==> src/rtl/riscv_cache_pkg.sv <==
// Shared types and helpers for the data-cache miss controller.
package riscv_cache_pkg;

  typedef enum logic [1:0] {
    IDLE       = 2'd0,
    WRITE_BACK = 2'd1,
    REFILL     = 2'd2,
    UPDATE     = 2'd3
  } cache_state_t;

  localparam int BEATS_DEFAULT = 4;

  // Beat address {tag, index, beat}, built wide and truncated by the caller
  function automatic logic [63:0] mk_mem_addr(input logic [63:0] tag,
                                              input logic [63:0] idx,
                                              input logic [63:0] bt,
                                              input int          idx_w,
                                              input int          beat_w);
    return (tag << (idx_w + beat_w)) | (idx << beat_w) | bt;
  endfunction

endpackage

==> src/rtl/cache_beat_counter.sv <==
// Modulo-BEATS burst beat counter; BEATS is a power of two so it wraps naturally.
module cache_beat_counter #(
  parameter int BEATS = 4,
  localparam int BW = $clog2(BEATS)
) (
  input  logic          clk,
  input  logic          rst,
  input  logic          clr,
  input  logic          inc,
  output logic [BW-1:0] cnt,
  output logic          last
);

  // Clear has priority over increment
  always_ff @(posedge clk or negedge rst)
    if (!rst)     cnt <= '0;
    else if (clr) cnt <= '0;
    else if (inc) cnt <= cnt + 1'b1;

  assign last = (cnt == BW'(BEATS - 1));

endmodule

==> src/rtl/dcache_fsm.sv <==
// Data-cache miss controller: drives tag_array updates and write-back/refill bursts.
module dcache_fsm
  import riscv_cache_pkg::*;
#(
  parameter int IDX   = 12,
  parameter int TAG   = 9,
  parameter int BEATS = BEATS_DEFAULT,
  localparam int BW = $clog2(BEATS),
  localparam int AW = TAG + IDX + BW
) (
  input  logic           clk,
  input  logic           rst,
  input  logic           cpu_rd,
  input  logic           cpu_wr,
  input  logic [TAG-1:0] cpu_tag,
  input  logic [IDX-1:0] cpu_index,
  input  logic           hit,
  input  logic           dirty,
  input  logic           valid_old,
  input  logic [TAG-1:0] tag_old,
  output logic           stall,
  output logic           replace_tag,
  output logic           valid_in,
  output logic           dirty_in,
  output logic           data_we,
  output logic           refill_we,
  output logic [BW-1:0]  beat,
  output logic           mem_rd_req,
  output logic           mem_wr_req,
  output logic [AW-1:0]  mem_addr,
  input  logic           mem_ack,
  output logic [31:0]    miss_count
);

  cache_state_t   state_q, state_d;
  logic           req, miss, in_idle, in_wb, in_rf, beat_last;
  logic [31:0]    miss_q;
  logic [TAG-1:0] addr_tag;

  assign req     = cpu_rd | cpu_wr;
  assign miss    = req & ~hit;
  assign in_idle = (state_q == IDLE);
  assign in_wb   = (state_q == WRITE_BACK);
  assign in_rf   = (state_q == REFILL);

  cache_beat_counter #(.BEATS(BEATS)) u_beat (
    .clk  (clk),
    .rst  (rst),
    .clr  (in_idle & miss),
    .inc  ((in_wb | in_rf) & mem_ack),
    .cnt  (beat),
    .last (beat_last)
  );

  // Next-state decode; mem_ack only matters inside a burst
  always_comb begin
    state_d = state_q;
    case (state_q)
      IDLE:       if (miss) state_d = (valid_old & dirty) ? WRITE_BACK : REFILL;
      WRITE_BACK: if (mem_ack & beat_last) state_d = REFILL;
      REFILL:     if (mem_ack & beat_last) state_d = UPDATE;
      UPDATE:     state_d = IDLE;
      default:    state_d = IDLE;
    endcase
  end

  // State register; reset aborts any burst without touching tag state
  always_ff @(posedge clk or negedge rst)
    if (!rst) state_q <= IDLE;
    else      state_q <= state_d;

  // Saturating miss counter, bumped on the IDLE cycle that detects the miss
  always_ff @(posedge clk or negedge rst)
    if (!rst)                              miss_q <= '0;
    else if (in_idle & miss & ~(&miss_q))  miss_q <= miss_q + 32'd1;

  assign miss_count = miss_q;

  // Combinational strobes; replace_tag only changes on a rising edge since
  // it depends on registered state and core inputs held stable while stalled
  assign stall       = ~in_idle | miss;
  assign data_we     = in_idle & cpu_wr & hit;
  assign replace_tag = data_we | (state_q == UPDATE);
  assign valid_in    = replace_tag;
  assign dirty_in    = data_we;
  assign refill_we   = in_rf & mem_ack;
  assign mem_wr_req  = in_wb;
  assign mem_rd_req  = in_rf;

  assign addr_tag = in_wb ? tag_old : cpu_tag;
  assign mem_addr = (in_wb | in_rf)
                  ? AW'(mk_mem_addr(64'(addr_tag), 64'(cpu_index), 64'(beat), IDX, BW))
                  : '0;

endmodule

==> config.mk <==
export PLATFORM = sky130hd
export DESIGN_NAME = dcache_fsm
export DESIGN_NICKNAME = d
export VERILOG_FILES = /design/src/rtl/riscv_cache_pkg.sv /design/src/rtl/cache_beat_counter.sv /design/src/rtl/dcache_fsm.sv
export SDC_FILE = /design/constraint.sdc
export NUM_CORES = 1
export LEC_CHECK = 0
export CAP_MARGIN = 20
export CORE_MARGIN = 3
export CORE_UTILIZATION = 44
export CTS_CLUSTER_SIZE = 24
export DETAILED_ROUTE_END_ITERATION = 16
export MAX_ROUTING_LAYER = met4
export PLACE_DENSITY = 0.86
export SLEW_MARGIN = 20
export SYNTH_ARGS = -nofsm -noshare
export SYNTH_HDL_FRONTEND = slang
export SYNTH_HIERARCHICAL = 1
export SYNTH_SLANG_ARGS = --single-unit
==> constraint.sdc <==
create_clock -name clk -period 3.8 [get_ports clk]
set_clock_uncertainty 0.2 [all_clocks]
set_input_delay 0.38 -clock clk [delete_from_list [all_inputs] [get_ports clk]]
set_output_delay 0.38 -clock clk [all_outputs]
set_load 0.005 [all_outputs]
# == Word-level counts from Yosys, hierarchy flattened ==
# Cells that the tools add are included.
# word_totals
out_inout_bits,65
regBits,36
# classes
n_addsub,2
n_reduce_logical,4
n_mux,9
eq_ne,7
bitwise,18
# ops
cell,n
$add 32x1->32 const B,1
$reduce_and 32->1,1
$mux 23,1
$or 23x14->23,1
$or 23x2->23,1
$mux 2,6
$and 1x1->1,9
$mux 9,1
$pmux 2 s4,1
$eq 2x2->1 const B,3
$ne 2x1->1 const B,2
$or 1x1->1,4
$not 1->1,3
$reduce_and 3->1,1
$add 2x1->2 const B,1
$eq 2x1->1 const B,1
$logic_not 2->1,1
$ne 2x2->1 const B,1
$reduce_bool 2->1,1

# == Depth between registers and ports, before layout ==
# logic_depth
word_depth,5
depth_mapped,8
mapped_depth_nobuf,7

# == Cells and area by module ==
# The synthesis kept the hierarchy.
# by_module_without_submodules
mod,area_each_um2,instances,cells_per_inst
dcache_fsm,2087.0,1,215
cache_beat_counter,88.8,1,7

# == Least setup slack after synthesis ==
# No wires, ideal clock.
# synth_timing
kind,register to register
start,register state_q[0]
end,"register miss_q[18], in the netlist miss_count[18]"
path_slack_ns,1.768
setup_time_ns,0.125
required_time_ns,3.475
path_buffers,2
arrival_ns,1.707
path_stages_with_launch,9
cell_sequence,dfrtp_1 > inv_1 > ha_1 > clkbuf_1 > and3_1 > clkbuf_1 > and4_1 > nand4_1 > xnor2_1
# synth_via
elab_chain_cells,3
# synth_lines
item,line_no,text
"start, declared",dcache_fsm.sv:35,"cache_state_t state_q, state_d;"
"start signal, assigned",dcache_fsm.sv:70,else state_q <= state_d;
$logic_not 2->1,dcache_fsm.sv:42,assign in_idle = (state_q == IDLE);
$and 1x1->1 (2 in a row),dcache_fsm.sv:75,else if (in_idle & miss & ~(&miss_q)) miss_q <= miss_q + 32'd1;
"end signal, assigned",dcache_fsm.sv:75,
"end, declared",dcache_fsm.sv:37,logic [31:0] miss_q;
# No other way between the ends.
# A chain may end at the register's enable or synchronous reset.

# == Worst setup path after layout ==
# layout_timing
start,register state_q[1]
end,output mem_addr[18]
# layout_via
elab_chain_cells,5
# layout_lines
item,line_no,text
$eq 2x1->1,dcache_fsm.sv:43,assign in_wb = (state_q == WRITE_BACK);
$mux 9,dcache_fsm.sv:90,assign addr_tag = in_wb ? tag_old : cpu_tag;
$or 23x14->23,riscv_cache_pkg.sv:19,return (tag << (idx_w + beat_w)) | (idx << beat_w) | bt;
$or 23x2->23,riscv_cache_pkg.sv:19,
$mux 23 *,dcache_fsm.sv:92,"? AW'(mk_mem_addr(64'(addr_tag), 64'(cpu_index), 64'(beat), IDX, BW))"
"end, declared",dcache_fsm.sv:30,"output logic [AW-1:0] mem_addr,"
# Every way passes the cells marked *; elsewhere a longest branch is shown, timed or not.

==> summary.md <==
| Metric | Value |
|---|---|
| Status | `completed` |
| Synth Area per Inst | `9.80 sq um` |
| Core area | `4560 sq um` |
| Clk sinks | `36` |
| CP Launch Point | `state_q[1]$_DFFE_PN0P_` |
| RR Endpoint | `miss_count[1]$_DFFE_PN0P_` |
| Final hold viol count | `0` |
| Clk slew on worst S/H paths | `0.07 ns` |
| Chip height | `76.3 microns` |
| Detailed placement HPWL | `4.88 mm` |
| CP max FO | `11` |
| Number of global-route vias before repair | `2006` |
| YS warnings | `6` |
| DRT Wirelength | `6.05 mm` |
| Starting Density | `0.477` |
| Tcrit/Tclk final | `0.739` |
| Grt ovf | `0` |
| Minimum clock period | `2.81 ns` |
| FMAX | `356 MHz` |
| Peak supply drop | `403 uV` |
| LEAKAGE | `1.42 nW` |
| # port buffers | `102` |
| Setup-failing EPs final | `0` |
| Pwr dens | `511 nW/um^2` |
| Hold buffers post-CTS | `0` |
| Row cnt | `24` |
| CP Class | `flop to primary output` |
| Layout Utilization | `0.728` |
| # DRC | `0` |
| Vias per cell | `5.13` |
| Least-Margin Pin Slew | `0.654 ns` |
| Min-Delay Path Class | `input pin to asynchronous set/reset pin` |
| Number of synthesized flops with an enable pin | `0` |
| Total GRT Usage | `0.226` |
| Main synth FF type | `dfrtp_1` |
| Slew Viols, Final | `0` |
| Worst reg2reg path depth | `5` |
| Crit path required time | `3.22 ns` |
| I/O pin total | `103` |
| Routed WL per cell | `15.6 microns` |
| Setup WS pre-CTS | `1.31 ns` |
| Most frequent cells in the layout | `clkdlybuf4s50_1, dfrtp_1, and2_1` |
| Leading cell type in the layout, fill and taps excluded | `clkdlybuf4s50_1` |
| Number of diodes | `0` |
| Setup TNS | `0 ns` |
| Clock Tree Buf Depth | `2` |
| Synthesis-to-finish area growth | `52.8%` |
| M3 GR Usage | `0.0366` |
| Max_slew headroom | `0.564` |
| Internal reg-to-reg setup slack | `1.55 ns` |
| Largest net degree at the start of global routing | `37` |
| Clk_lat worst skew | `0.29 ns` |
| M1 GR Usage | `0.287` |
| Post-DRT Antenna Nets | `0` |
| Nets@finish | `368` |
| Htree depth | `2` |
| Clock root cell | `clkbuf_8` |
| Sequential area share after synthesis | `0.414` |
| Placer Congestion | `0.820` |
| Die ar. | `5820 sq um` |
| Global routing's busiest layer | `met2` |
| Area leader, netlist | `dfrtp_1` |
| Synthesis-stage register bit count | `36` |
| Post-synthesis net count | `266` |
| Top cell type's share of synthesized area | `0.414` |
| Library cells used by synthesis | `37` |
| Synth async-reset ratio | `1.00` |
| Setup Buffers After CTS | `0` |
| RSZ-0062 raised after global routing | `no` |
| Startpoint types | `flop` |
| Max-Cap Viols | `0` |
| Synth area leaders | `dfrtp_1, xnor2_1, xor2_1` |
| DRT Pass-1 Iters | `4` |
| Die X | `76.3 microns` |
| Initial antenna violation count | `0` |
| Met2 usage in global routing | `0.369` |
| WP data arrival | `2.23 ns` |
| TritonCTS Buffers | `5` |
| Share of cells above drive strength 1 | `0.0494` |
| CTS tree | `built` |
| Initial DRC count | `165` |
| Setup WS post-layout | `0.993 ns` |
| RR Startpoint | `miss_count[28]$_DFFE_PN0P_` |
| Crit end category | `primary output` |
| Post-synthesis instance total | `222` |
| Via count | `1994` |
| Area of the mapped netlist | `2180 sq um` |
| First-pass GRT wire length | `10.2 mm` |
| Resize count post-CTS | `0` |
-- final cells by class --
| type | count | area [sq um] |
|---|---|---|
| Tap cell | 65 | 81.3 |
| Sequential cell | 36 | 901 |
| Clock inverter | 1 | 5.00 |
| Clock buffer | 6 | 72.6 |
| Timing Repair Buffer | 103 | 1030 |
| Multi-Input combinational cell | 173 | 1220 |
| Inverter | 5 | 18.8 |
| Fill cell | 356 | 1240 |
-- sequential cells by signal (all words and copies together) (netlist names) --
register,flops
miss_count,32
state_q,2
u_beat/cnt,2
-- how the worst max path moves through the flow --
stage / to / slack (ns) / cells after the start
after global placement: mem_addr[19] / 1.34 / 5
after global routing: mem_addr[18] / 0.88 / 4
after CTS: mem_addr[18] / 0.99 / 5
final: mem_addr[18] / 0.99 / 5
after detailed placement: mem_addr[18] / 1.31 / 5
after floorplan: miss_count[18]$_DFFE_PN0P_ / 1.77 / 8
-- layer usage --
metal  up-vias  share of wire
li1        974              -
met1       959           0.43
met2        52           0.52
met3         9          0.030
met4         0          0.017
met5         -              0
-- metrics by stage --
step / area (sq um) / hold WS (ns) / power (mW) / instances
after floorplan: 2180 / -0.116 / 0.917 / 222
after global placement: 3250 / 0.287 / 1.44 / 382
after detailed placement: 3250 / 0.296 / 1.46 / 382
after CTS: 3320 / 0.308 / 1.72 / 389
after global routing: 3320 / 0.331 / 1.82 / 389
final: 3320 / 0.300 / 1.70 / 389
-- Yosys cell counts (all sizes together) (2+ instances only) --
master and instances:
clkbuf 5, xor2 13, and2 19, nand3b 2, mux2i 11, and4 2
buf 3, nor3 7, inv 5, ha 6, nor4 2, dfrtp 36
o211ai 2, o21ai 2, a31oi 2, nand2 10, nand3 18, nor2b 9
and3 9, nand4 13, a21oi 7, nor2 14, xnor2 15
-- kinds of logic (layout without fill, tap and decap cells) --
| group | after synthesis | in the layout | synth area share |
|---|---|---|---|
| fa+ha+maj | 6 | 6 | 0.0345 |
| buf+inv | 13 | 115 | 0.0264 |
| flops | 36 | 36 | 0.414 |
| mux | 12 | 12 | 0.0575 |
| simple gates | 111 | 111 | 0.304 |
| compound gates | 16 | 16 | 0.0512 |
| xor+xnor | 28 | 28 | 0.113 |
-- power breakdown --
part | internal [mW] | switching (mW)
Combinational | 0.593 | 0.374
Clock | 0.124 | 0.124
Sequential | 0.430 | 0.0541
Total | 1.15 | 0.552
-- critical path: stages (launching register included) --
cell             delay (ns)
dfrtp_1                0.40
inv_1                  0.11
ha_1                   0.58
mux2i_1                0.16
nor2b_1                0.15
clkdlybuf4s50_1        0.53
No activity file was read; power rests on OpenSTA's default activity.
